File: config.mk
export PLATFORM = sky130hd
export DESIGN_NAME = axis_reg_pipeline
export DESIGN_NICKNAME = d
export VERILOG_FILES = /design/src/rtl/axis_reg_pipeline.sv
export SDC_FILE = /design/constraint.sdc
export NUM_CORES = 1
export LEC_CHECK = 0
export ABC_AREA = 1
export ABC_CLOCK_PERIOD_IN_PS = 224600
export CAP_MARGIN = 30
export CORE_AREA = 2 2 459 461
export CTS_CLUSTER_DIAMETER = 150
export DETAILED_ROUTE_END_ITERATION = 10
export DIE_AREA = 0 0 461 463
export DONT_BUFFER_PORTS = 1
export PLACE_DENSITY = 0.33
export RECOVER_POWER = 25
export SLEW_MARGIN = 10
export SYNTH_ARGS = -nofsm -noshare
export SYNTH_HDL_FRONTEND = slang
export SYNTH_SLANG_ARGS = --single-unit
File: constraint.sdc
create_clock -name clk -period 224.6 [get_ports clk]
set_input_delay 22.46 -clock clk [delete_from_list [all_inputs] [get_ports clk]]
set_output_delay 22.46 -clock clk [all_outputs]
set_load 0.01 [all_outputs]
File: src/rtl/axis_reg_pipeline.sv
// AXI-Stream register pipeline: PL_DEPTH chained skid-buffer stages, every
// output (including upstream tready) driven from a flop. PL_DEPTH=0 is a wire.
module axis_reg_pipeline #(
    parameter int TDATA_WIDTH = 512,
    parameter int TUSER_WIDTH = 10,
    parameter int PL_DEPTH    = 1
) (
    input  logic                     clk,
    input  logic                     rst_n,
    input  logic                     axis_s_tvalid,
    output logic                     axis_s_tready,
    input  logic [TDATA_WIDTH-1:0]   axis_s_tdata,
    input  logic [TDATA_WIDTH/8-1:0] axis_s_tkeep,
    input  logic                     axis_s_tlast,
    input  logic [TUSER_WIDTH-1:0]   axis_s_tuser_vendor,
    output logic                     axis_m_tvalid,
    input  logic                     axis_m_tready,
    output logic [TDATA_WIDTH-1:0]   axis_m_tdata,
    output logic [TDATA_WIDTH/8-1:0] axis_m_tkeep,
    output logic                     axis_m_tlast,
    output logic [TUSER_WIDTH-1:0]   axis_m_tuser_vendor
);
    localparam int KW = TDATA_WIDTH / 8;
    localparam int PW = TDATA_WIDTH + KW + 1 + TUSER_WIDTH;

    // Index gi is the sink side of stage gi; index gi+1 is its source side.
    logic [PL_DEPTH:0] w_vld;
    logic [PL_DEPTH:0] w_rdy;
    logic [PW-1:0]     w_dat [PL_DEPTH+1];

    assign w_vld[0]         = axis_s_tvalid;
    assign w_dat[0]         = {axis_s_tdata, axis_s_tkeep, axis_s_tlast, axis_s_tuser_vendor};
    assign axis_s_tready    = w_rdy[0];
    assign w_rdy[PL_DEPTH]  = axis_m_tready;
    assign axis_m_tvalid    = w_vld[PL_DEPTH];
    assign {axis_m_tdata, axis_m_tkeep, axis_m_tlast, axis_m_tuser_vendor} = w_dat[PL_DEPTH];

    for (genvar gi = 0; gi < PL_DEPTH; gi++) begin : g_stage
        logic          r_main_valid;
        logic          r_skid_valid;
        logic          r_s_tready;
        logic [PW-1:0] r_main_data;
        logic [PW-1:0] r_skid_data;
        logic          w_accept;
        logic          w_main_open;
        logic          w_skid_load;
        logic          w_main_valid_next;
        logic          w_skid_valid_next;

        assign w_accept    = w_vld[gi] && r_s_tready;
        assign w_main_open = !r_main_valid || w_rdy[gi+1];
        // Skid takes the incoming beat only if main stays occupied after this edge.
        assign w_skid_load = w_accept && (!w_main_open || r_skid_valid);

        always_comb begin
            w_main_valid_next = r_main_valid;
            w_skid_valid_next = r_skid_valid;
            if (w_main_open) begin
                w_main_valid_next = r_skid_valid || w_accept;
                w_skid_valid_next = r_skid_valid && w_accept;
            end else if (w_accept) begin
                w_skid_valid_next = 1'b1;
            end
        end

        always_ff @(posedge clk or negedge rst_n) begin
            if (!rst_n) begin
                r_main_valid <= 1'b0;
                r_skid_valid <= 1'b0;
                r_s_tready   <= 1'b0;
            end else begin
                r_main_valid <= w_main_valid_next;
                r_skid_valid <= w_skid_valid_next;
                r_s_tready   <= !w_skid_valid_next;
            end
        end

        // Payload carries no reset; it is qualified by the valid bits above.
        always_ff @(posedge clk) begin
            if (w_main_open) begin
                r_main_data <= r_skid_valid ? r_skid_data : w_dat[gi];
            end
            if (w_skid_load) begin
                r_skid_data <= w_dat[gi];
            end
        end

        assign w_rdy[gi]    = r_s_tready;
        assign w_vld[gi+1]  = r_main_valid;
        assign w_dat[gi+1]  = r_main_data;
    end

endmodule

==> metrics <==
status completed; Die H 463 um; ys flop type edfxtp_1; CTS tree built; final worst path period share 0.121; min cycle time layout 27.23 ns; unrepaired setup endpoints after global routing false; worst setup margin 197.37 ns; Post-Syn Nets 3677; core area 0.209 mm2; # DRC 0; DP Worst Slack 195.97 ns; Slew headroom 0.358; gr ovfl total 0; global placer's final weighted congestion 0.792; initial antenna violation count 7; Clock Path Buffers 3; Starting Density 0.205; CTS root buf clkbuf_16; post-route cell area 0.0503 mm2; Mean Syn Cell Area 13.8 um2; Seq cells post-synth 1177; post-synth top area share 0.825; synth unique cells 12; Routed wire per std cell 24.0 um; WL final 146 mm; post-cts resize count 0; DPL Wire Length 102 mm; Vias 22.6k; worst path arrival time 27.67 ns; synth cell count leaders 1769 x nand2_1, 1174 x edfxtp_1, 101 x buf_2; layout cells sized above 1 0.0705; max-cap viol count 0; Yosys warning total 0; DRT antenna net count 0; # hold bufs at CTS 0; first-pass GRT wire length 196 mm; largest net degree at the start of global routing 161; clk slew on worst S/H paths 0.06 ns; largest area contributor in the netlist edfxtp_1; nets@finish 3731; GRT Resource Usage Total 0.131; P&R area growth vs syn 17.8%; dpl cell area 0.0459 mm2; clk sinks 1177; Slew Limit Fails 0; ys async rst share 0.00255; Power Dens Cells 12.7 mW/mm2; Synth Instances 3086; Final setup viols 0; Hold Vio Cnt, Final 0; Avg Vias per Cell 3.73; synth top area cells edfxtp_1 83%, nand2_1 16%, buf_2 1.2%, buf_4 0.39%, dfrtp_1 0.18%; Crit Reg-Reg Startpoint axis_m_tvalid; Final Skew 0.0259 ns; worst hold margin 0.494 ns; Worst EP required 225.03 ns; DR iter-0 viols 1546; worst hold path startpoint g_stage[0].r_skid_data[16]; CTS Buf Count 142; vias in the first global route 22.7k; Setup crit end kind flop; die width 461 um; Peak VDD IR 0.00000733 V; CP Max Fanout 65; Worst-Skew Late Latency 0.77 ns; Slew @ Worst Pin 0.964 ns; EDFF count, synth 1174; total power 0.000639 W; die area 0.213 mm2; # port buffers 0; part of the Yosys area used for sequential elements 0.827; Setup Total Neg Slack 0 ns; Pre-antenna DRT Iters 5; postcts setup bufs 0; Leak 18.9 nW; row cnt 168; synthesized area 0.0427 mm2; I/O Pins 1180; CP Class in -> reg; Fmax 36.7 MHz; H-tree depth 4; crit path launch axis_m_tready; most frequent cell after synthesis nand2_1; worst hold path type reg -> reg; nature of the critical path startpoint primary input
## path summary, 6_finish.rpt
kind	end	slack, ns	depth (start not counted)
max reg2reg	g_stage[0].r_skid_data[340]	218.35	9
min reg2reg	g_stage[0].r_main_data[16]	0.49	2
min in group asynchronous	axis_m_tvalid	21.38	0
min	g_stage[0].r_main_data[16]	0.49	2
max in group asynchronous	g_stage[0].r_skid_valid	203.13	0
max	g_stage[0].r_skid_data[340]	197.37	10
## report_power, final
group | total [W] | switching (W) | internal, W
Clock | 0.000221 | 0.0000945 | 0.000126
Combinational | 0.0000706 | 0.0000564 | 0.0000142
Sequential | 0.000348 | 0.0000457 | 0.000302
Total | 0.000639 | 0.000197 | 0.000443
## kinds of logic after synthesis
kind of cell,Yosys count,synth area share
AO/OA/AOI/OAI,1,0.000117
buffers and inverters,134,0.0172
flip-flops,1177,0.827
AND/OR/NAND/NOR,1774,0.156
## routing by layer
metal | part of all wire | wire length, um | up-vias | GRT usage
li1 | - | - | 10600 | -
met4 | 0.020 | 2920 | 6 | 0.0365
met1 | 0.35 | 51400 | 10863 | 0.137
met5 | 0.00034 | 50 | - | 0
met3 | 0.15 | 21100 | 159 | 0.0857
met2 | 0.48 | 70000 | 955 | 0.216
## cells in the final DEF (no fill, tap or decap)
master      count
dfrtp_4         1
clkinv_4        1
clkbuf_1       44
diode_2         6
dfrtp_1         2
buf_4          36
buf_16          3
edfxtp_1     1174
clkinv_2       16
inv_6           6
nand2_1      1768
a21oi_4         1
inv_16          2
nor2_1          2
bufinv_16       5
clkinv_16       2
clkinv_8        2
inv_1           2
nand3_1         3
nand2_4         1
clkbuf_16     147
inv_8           1
clkinv_1       26
buf_12          2
clkinvlp_4      3
## registers in the layout (all words and copies together) (netlist names)
signal and flops:
axis_s_tready 1, axis_m_tvalid 1, g_stage.r_main_data 587, g_stage.r_skid_data 587, g_stage.r_skid_valid 1
## per-stage QoR
stage                      util  instances
after floorplan               -       3086
after global placement    0.220       5797
after detailed placement  0.220       5798
after CTS                 0.241       6052
after global routing      0.241       6058
final                     0.241       6061
## worst max-delay path, cell delays in order
cell	delay [ns]
inv_1	0.07
nand2_4	0.38
a21oi_4	0.86
buf_4	0.45
buf_16	0.29
buf_4	0.66
buf_4	0.83
buf_4	0.64
buf_4	0.35
buf_16	0.30
## layout make-up
cell class / count / area, um2
fillers: 21815 / 158000
flip-flops and latches: 1177 / 35300
multi-input cells: 1775 / 6690
clock buffers: 191 / 3840
well taps: 2805 / 3510
clock inverters: 63 / 544
repair buffers: 41 / 393
inverters: 3 / 18.8
diodes: 6 / 15.0
No activity file was read; power rests on OpenSTA's default activity.
